--- config.mk ---
export PLATFORM = sky130hd
export DESIGN_NAME = mem_arbiter
export DESIGN_NICKNAME = d
export VERILOG_FILES = /design/src/rtl/mem_arbiter.sv
export SDC_FILE = /design/constraint.sdc
export NUM_CORES = 1
export LEC_CHECK = 0
export CAP_MARGIN = 20
export CORE_AREA = 5 5 166 168
export CTS_CLUSTER_SIZE = 14
export DETAILED_ROUTE_END_ITERATION = 8
export DIE_AREA = 0 0 171 173
export PLACE_DENSITY = 0.53
export RECOVER_POWER = 50
export SETUP_SLACK_MARGIN = 0.02
export SLEW_MARGIN = 20
export SYNTH_ARGS = -nofsm -noshare
export SYNTH_HDL_FRONTEND = slang
export SYNTH_SLANG_ARGS = --single-unit
--- constraint.sdc ---
create_clock -name CLK -period 2.2 [get_ports CLK]
set_input_delay 0.66 -clock CLK [delete_from_list [all_inputs] [get_ports CLK]]
set_output_delay 0.66 -clock CLK [all_outputs]
set_load 0.01 [all_outputs]
--- src/rtl/mem_arbiter.sv ---
// Two-core RAM port arbiter: round-robin between cores, dWEN > dREN > iREN within a core,
// and a per-core data lock that holds the grant across multi-word block transfers.
module mem_arbiter #(
  parameter int CPUS   = 2,
  parameter int WORD_W = 32
) (
  input  logic                         CLK,
  input  logic                         RST,
  input  logic [CPUS-1:0]              iREN,
  input  logic [CPUS-1:0]              dREN,
  input  logic [CPUS-1:0]              dWEN,
  input  logic [CPUS-1:0]              dlock,
  input  logic [CPUS-1:0][WORD_W-1:0]  iaddr,
  input  logic [CPUS-1:0][WORD_W-1:0]  daddr,
  input  logic [CPUS-1:0][WORD_W-1:0]  dstore,
  output logic [CPUS-1:0]              iwait,
  output logic [CPUS-1:0]              dwait,
  output logic [CPUS-1:0][WORD_W-1:0]  iload,
  output logic [CPUS-1:0][WORD_W-1:0]  dload,
  output logic [WORD_W-1:0]            ramaddr,
  output logic [WORD_W-1:0]            ramstore,
  output logic                         ramREN,
  output logic                         ramWEN,
  input  logic [WORD_W-1:0]            ramload,
  input  logic [1:0]                   ramstate
);

  typedef enum logic [1:0] {IDLE, GRANT, LOCKED} state_t;
  typedef enum logic [1:0] {K_I, K_DR, K_DW} kind_t;

  localparam logic [1:0] RAM_ACCESS = 2'd2;

  state_t          state, state_nx;
  kind_t           kind, kind_nx;
  logic            owner, owner_nx;
  logic            rr, rr_nx;
  logic            sel;
  logic [CPUS-1:0] req;
  logic [CPUS-1:0] done_i, done_d;

  function automatic kind_t pick_kind(input logic w, input logic r);
    if (w)      return K_DW;
    else if (r) return K_DR;
    else        return K_I;
  endfunction

  assign req = iREN | dREN | dWEN;

  always_ff @(posedge CLK) begin
    if (RST) begin
      state <= IDLE;
      owner <= 1'b0;
      kind  <= K_I;
      rr    <= 1'b0;
    end else begin
      state <= state_nx;
      owner <= owner_nx;
      kind  <= kind_nx;
      rr    <= rr_nx;
    end
  end

  always_comb begin
    state_nx = state;
    owner_nx = owner;
    kind_nx  = kind;
    rr_nx    = rr;
    sel      = 1'b0;
    ramaddr  = '0;
    ramstore = '0;
    ramREN   = 1'b0;
    ramWEN   = 1'b0;
    done_i   = '0;
    done_d   = '0;
    case (state)
      IDLE: begin
        if (|req) begin
          // rr only breaks ties; a sole requester always wins
          sel      = (req[0] & req[1]) ? rr : req[1];
          owner_nx = sel;
          kind_nx  = pick_kind(dWEN[sel], dREN[sel]);
          state_nx = GRANT;
        end
      end
      GRANT: begin
        case (kind)
          K_DW: begin
            ramWEN   = 1'b1;
            ramaddr  = daddr[owner];
            ramstore = dstore[owner];
          end
          K_DR: begin
            ramREN  = 1'b1;
            ramaddr = daddr[owner];
          end
          default: begin
            ramREN  = 1'b1;
            ramaddr = iaddr[owner];
          end
        endcase
        // FREE, BUSY and ERROR all keep presenting the same access
        if (ramstate == RAM_ACCESS) begin
          if (kind == K_I) done_i[owner] = 1'b1;
          else             done_d[owner] = 1'b1;
          rr_nx = ~owner;
          if (kind != K_I && dlock[owner]) state_nx = LOCKED;
          else                             state_nx = IDLE;
        end
      end
      LOCKED: begin
        if (dWEN[owner] | dREN[owner]) begin
          kind_nx  = pick_kind(dWEN[owner], dREN[owner]);
          state_nx = GRANT;
        end else if (!dlock[owner]) begin
          state_nx = IDLE;
        end
      end
      default: state_nx = IDLE;
    endcase
  end

  assign iwait = iREN & ~done_i;
  assign dwait = (dREN | dWEN) & ~done_d;
  assign iload = {CPUS{ramload}};
  assign dload = {CPUS{ramload}};

endmodule

# [Yosys cells after proc, flatten, opt, wreduce, memory -nomap -nowiden]
# Cells that the tools add are included.
[classes] n_lt_le_gt_ge=3 n_eq_ne=9 muxes=46 bitwise_logic=10 n_reduce_logical=12
[ops] cell="$mux W32" n=10
[ops] cell="$mux W2" n=15
[ops] cell="$mux W1" n=18
[ops] cell="$eq A2 B2 Y1 const B" n=3
[ops] cell="$ne A2 B2 Y1 const B" n=3
[ops] cell="$or A2 B2 Y2" n=3
[ops] cell="$pmux W2 S3" n=1
[ops] cell="$reduce_and A3 Y1" n=2
[ops] cell="$and A2 B2 Y2" n=2
[ops] cell="$eq A2 B1 Y1 const B" n=2
[ops] cell="$logic_not A2 Y1" n=2
[ops] cell="$lt A1 B2 Y1 const B" n=2
[ops] cell="$not A2 Y2" n=2
[ops] cell="$pmux W2 S2" n=1
[ops] cell="$reduce_and A2 Y1" n=2
[ops] cell="$reduce_bool A2 Y1" n=2
[ops] cell="$reduce_or A2 Y1" n=2
[ops] cell="$ne A3 B3 Y1 const B" n=1
[ops] cell="$logic_and A1 B1 Y1" n=2
[ops] cell="$and A1 B1 Y1" n=1
[ops] cell="$demux W1 S1" n=1
[ops] cell="$ge A1 B1 Y1 const B" n=1
[ops] cell="$not A1 Y1" n=1
[ops] cell="$or A1 B1 Y1" n=1
[word_totals] reg_bits=6 input_bits=236 output_inout_bits=198 word_cells=84

# [Depth between registers and ports, before layout]
[logic_depth] depth_word=10 depth_mapped=6 mapped_depth_nobuf=4

# [Worst setup path before layout]
# OpenSTA, ideal clock, no wires.
[synth_timing] path_kind="reg-to-output" from="reg kind[0]" to="out ramaddr[11]" arrival_time_ns=1.560 required_ns=1.540 setup_slack_ns=-0.020 path_stages_with_launch=6 n_path_buf=1 cell_sequence="dfxtp_1 inv_1 ha_1 clkbuf_1 mux4_2 and2_1"
[synth_via] elab_chain_cells=4 word_cells_on_any_way=5 classes_between="eq/ne: 2; mux: 2; reduce/logical: 1"
[synth_rtl] element="start: declaration" line_no="34" text="kind_t kind, kind_nx;"
[synth_rtl] element="start signal: assignment" line_no="58" text="kind <= kind_nx;"
[synth_rtl] element="$eq A2 B1 Y1 or $eq A2 B2 Y1 (tied branches)" line_no="86" text="case (kind)"
[synth_rtl] element="$reduce_or A2 Y1 (no source line) (*)"
[synth_rtl] element="$mux W32 (*)"
[synth_rtl] element="$mux W32 (*)" line_no="75" text="case (state)"
[synth_rtl] element="end: declaration" line_no="20" text="output logic [WORD_W-1:0] ramaddr,"
# Mark *: on every way between the ends. The rest lies on a longest branch, timed or not.

# [Worst setup path after layout]
[layout_timing] from="in daddr[31] (netlist name)" to="out ramaddr[31]"
[layout_via] elab_chain_cells=4
[layout_rtl] element="start: declaration" line_no="14" text="input logic [CPUS-1:0][WORD_W-1:0] daddr,"
[layout_rtl] element="$mux W32 (implied by the code) (2 in series)" line_no="89, 94"
[layout_rtl] element="$mux W32"
[layout_rtl] element="$mux W32" line_no="75"
# Every way passes these cells. The select of a mux whose other input is x is not followed.

==> reports/results.tsv <==
stage	metric	value	unit
status	status	complete, but fails checks	
status	violations	setup timing	
die	start_util	11.4	%
sta	setup_slack	-0.204	ns
clock_tree	tritoncts	yes	
sta	finClkSkew	0.00261	ns
placed_design	gp_congestion	0.803	
sta	rsz0062_at_grt	yes	
setup_path	path_cells	dlygate4sd2_1, mux4_2, and2_4, buf_6	
setup_path	path_buf_inv	2	
setup_path	timing.rr.end	kind[0]	
worst_hold_path	min-delay-start	rr	
clock_tree	clk_path_buf_depth	2	
yosys	synth_seq_area_share	4.09	%
final_layout	finish.net_count	769	
yosys	syn-instance-count	343	
sta	fin_tns_setup	-5.43	ns
placed_design	dp.cells	840	
routing	firstDrtPassIters	4	
die	ios	434	
power	p_seq_share	7.1	%
global_route	grt_usage	9.59	%
sta	hold_viol_final	0	
worst_hold_path	hp-class	flop to flop	
routing	drc	0	
routing	via_count	3188	
yosys	ys_top_cells_by_area	buf_4 (33%), mux4_2 (25%), mux2i_1 (12%), and2_1 (6.8%), nor2_1 (5.0%)	
setup_path	critPathSlowestCell	mux4_2	
power	combPwrFrac	75.7	%
sta	drv_slew	0	
yosys	synth.avg_cell_area	8.56	µm²
global_route	grt_pass1_vias	3417	
flow_run	cap_viol_max_count	0	
clock_tree	clock_latency	0.23	ns
yosys	synth_area	2940	µm²
die	chipHeight	173	µm
routing	antenna_left	0	
clock_tree	cts_sinks	6	
power	ir_drop	186	µV
setup_path	rrSetupSlack	0.31	ns
clock_tree	h-tree-depth	1	
yosys	ys_async_sr_fraction	0	%
power	p_per_area	300	nW/µm²
setup_path	cp_max_fo	1	
global_route	grt_max_degree	33	
sta	setup-violations-final	40	
yosys	synth_warnings	0	
routing	vias_per_cell	3.67	
placed_design	hpwl	13300	µm
power	p_int	1.19	mW
power	clkPwrFrac	17.2	%
setup_path	crit_required	1.54	ns
yosys	yosys.cell_count.top_type	buf_4	
setup_path	cp-start-kind	primary input	
worst_hold_path	min_delay_path_depth	2	
yosys	yosysTopAreaCell	buf_4	
final_layout	area_growth	98.3	%
die	die_x	171	µm
routing	drt-initial-drc-count	41	
setup_path	r2r-start	state[1]	
global_route	grt_pass1_wl	21500	µm
final_layout	drive_above_1_share	42.6	%
setup_path	cp_top_family	multiplexers	
final_layout	fin_cells	868	
power	swShare	32.1	%
sta	fin_crit_sh	109	%
die	dieArea	29600	µm²
placed_design	port_buffers	273	
setup_path	critPathMaxStageDelay	0.52	ns
global_route	grt_overflow	0	
yosys	yosysTopAreaCellShare	33.0	%
power	power_leakage	2.52	nW
yosys	ys_top_cells_by_count	buf_4 (129), nor2_1 (39), mux2i_1 (34)	
global_route	antenna_found_initial	4	
power	switchingPower	560	µW
yosys	synth_nets	581	
sta	min_period	2.40	ns
clock_tree	cts_hold_buf	0	
setup_path	r2r_cells	6	
worst_hold_path	min_to	rr	
die	num_rows	59	
sta	slew_headroom	78.7	%
setup_path	cp.arrival	1.74	ns
yosys	ys_types	36	
sta	max_slew.worst_pin.slew	0.320	ns
clock_tree	numCtsBuffers	3	
routing	routedWlPerCell	18.9	µm
setup_path	end_kind	output pin	
die	core_area	25800	µm²
clock_tree	cts_root_buf	clkbuf_16	
sta	fmax	416	MHz
routing	finalWirelength	16400	µm
yosys	synth_edf_count	0	
setup_path	criticalPathCategory	primary input to output pin	
yosys	synthFlopType	dfxtp_1	
yosys	yosys_register_bits	6	
clock_tree	path_clk_slew	0.03	ns
per-layer routing:
layer / vias to the layer above / routed length [µm] / global-route usage [%]
li1: 1442 / - / -
met1: 1432 / 5560 / 9.96
met5: - / 26 / 0
met3: 57 / 2120 / 2.92
met2: 253 / 8160 / 18.1
met4: 4 / 512 / 3.04
power groups by stage:
stage               sequential, mW  clock, mW  combinational (mW)
detailed placement           0.126          0                1.19
finish                       0.124      0.300                1.32
CTS                          0.125      0.305                1.30
global placement             0.126          0                1.19
floorplan                    0.123          0               0.662
global route                 0.126      0.310                1.41
worst max path at each step:
stage               from          end  slack, ns  depth (start not counted)
6_report       daddr[31]  ramaddr[31]      -0.20                          4
4_1_cts            owner  ramaddr[31]      -0.22                          5
3_3_place_gp   daddr[63]  ramaddr[31]      -0.83                          4
5_1_grt            owner  ramaddr[31]      -0.24                          5
2_1_floorplan      owner  ramaddr[10]       0.02                          4
3_5_place_dp   daddr[63]  ramaddr[31]      -0.84                          4
repair_timing:
| item | 4_1_cts | 5_1_grt |
|---|---|---|
| setup buffers | 8 | 9 |
| endpoints found under the setup margin | 71 | 66 |
| resized for setup | 456 | 91 |
| pin swaps | 36 | 10 |
| gates cloned | 6 | 2 |
area by class of cell:
class | instances | area (µm²)
timing repair buffer | 330 | 3190
tap | 335 | 419
inverter | 5 | 18.8
antenna | 3 | 7.51
fill | 2872 | 19900
sequential | 6 | 126
multi-input combinational | 185 | 1980
clock buffer | 4 | 78.8
layout by cell type, fill, tap and decap left out, types with 3 or more instances in the layout:
cell	count
clkbuf_2	4
nor2_2	12
clkdlybuf4s15_1	4
diode_2	3
buf_2	29
buf_16	4
mux4_2	32
buf_4	28
dlymetal6s2s_1	6
clkdlybuf4s15_2	3
and2_4	28
clkbuf_16	5
buf_6	42
dlygate4sd2_1	131
nor2_4	4
clkdlybuf4s50_1	63
inv_1	3
a21oi_1	7
dfxtp_1	3
mux2i_1	31
buf_12	10
buf_8	3
o21ai_0	3
and2_1	4
nor2_1	23
nor2b_4	3
sequential cells by signal, summed over array words and instances, names as in the netlist:
| signal | count |
|---|---|
| kind | 2 |
| state | 2 |
| owner | 1 |
| rr | 1 |
stage by stage:
stage	worst slack (ns)	util, %	power [mW]	hold slack [ns]	area (µm²)
final	-0.204	22.6	1.75	0.572	5820
after CTS	-0.223	21.8	1.73	0.575	5620
after floorplan	0.0150	-	0.785	0.473	2940
after global routing	-0.242	22.6	1.84	0.605	5820
after global placement	-0.835	20.9	1.31	0.555	5380
after detailed placement	-0.838	20.9	1.31	0.563	5380
cell families (layout without fill, tap and decap cells):
kind of cell,Yosys count,count (layout),share of synthesized area (%)
compound gates,24,24,5.54
fa+ha+maj,2,2,0.852
buf+inv,152,339,36.3
flops,6,6,4.09
mux,67,67,36.6
other cells,0,3,0
simple gates,92,92,16.6
worst reg2reg max path, stage by stage (launching register included):
cell and delay (ns):
dfxtp_1 0.32, buf_4 0.14, buf_4 0.15, nor2b_4 0.13
or4_4 0.53, o311a_1 0.36, a211oi_2 0.18
Note: power is estimated with default switching activity, not from simulation.
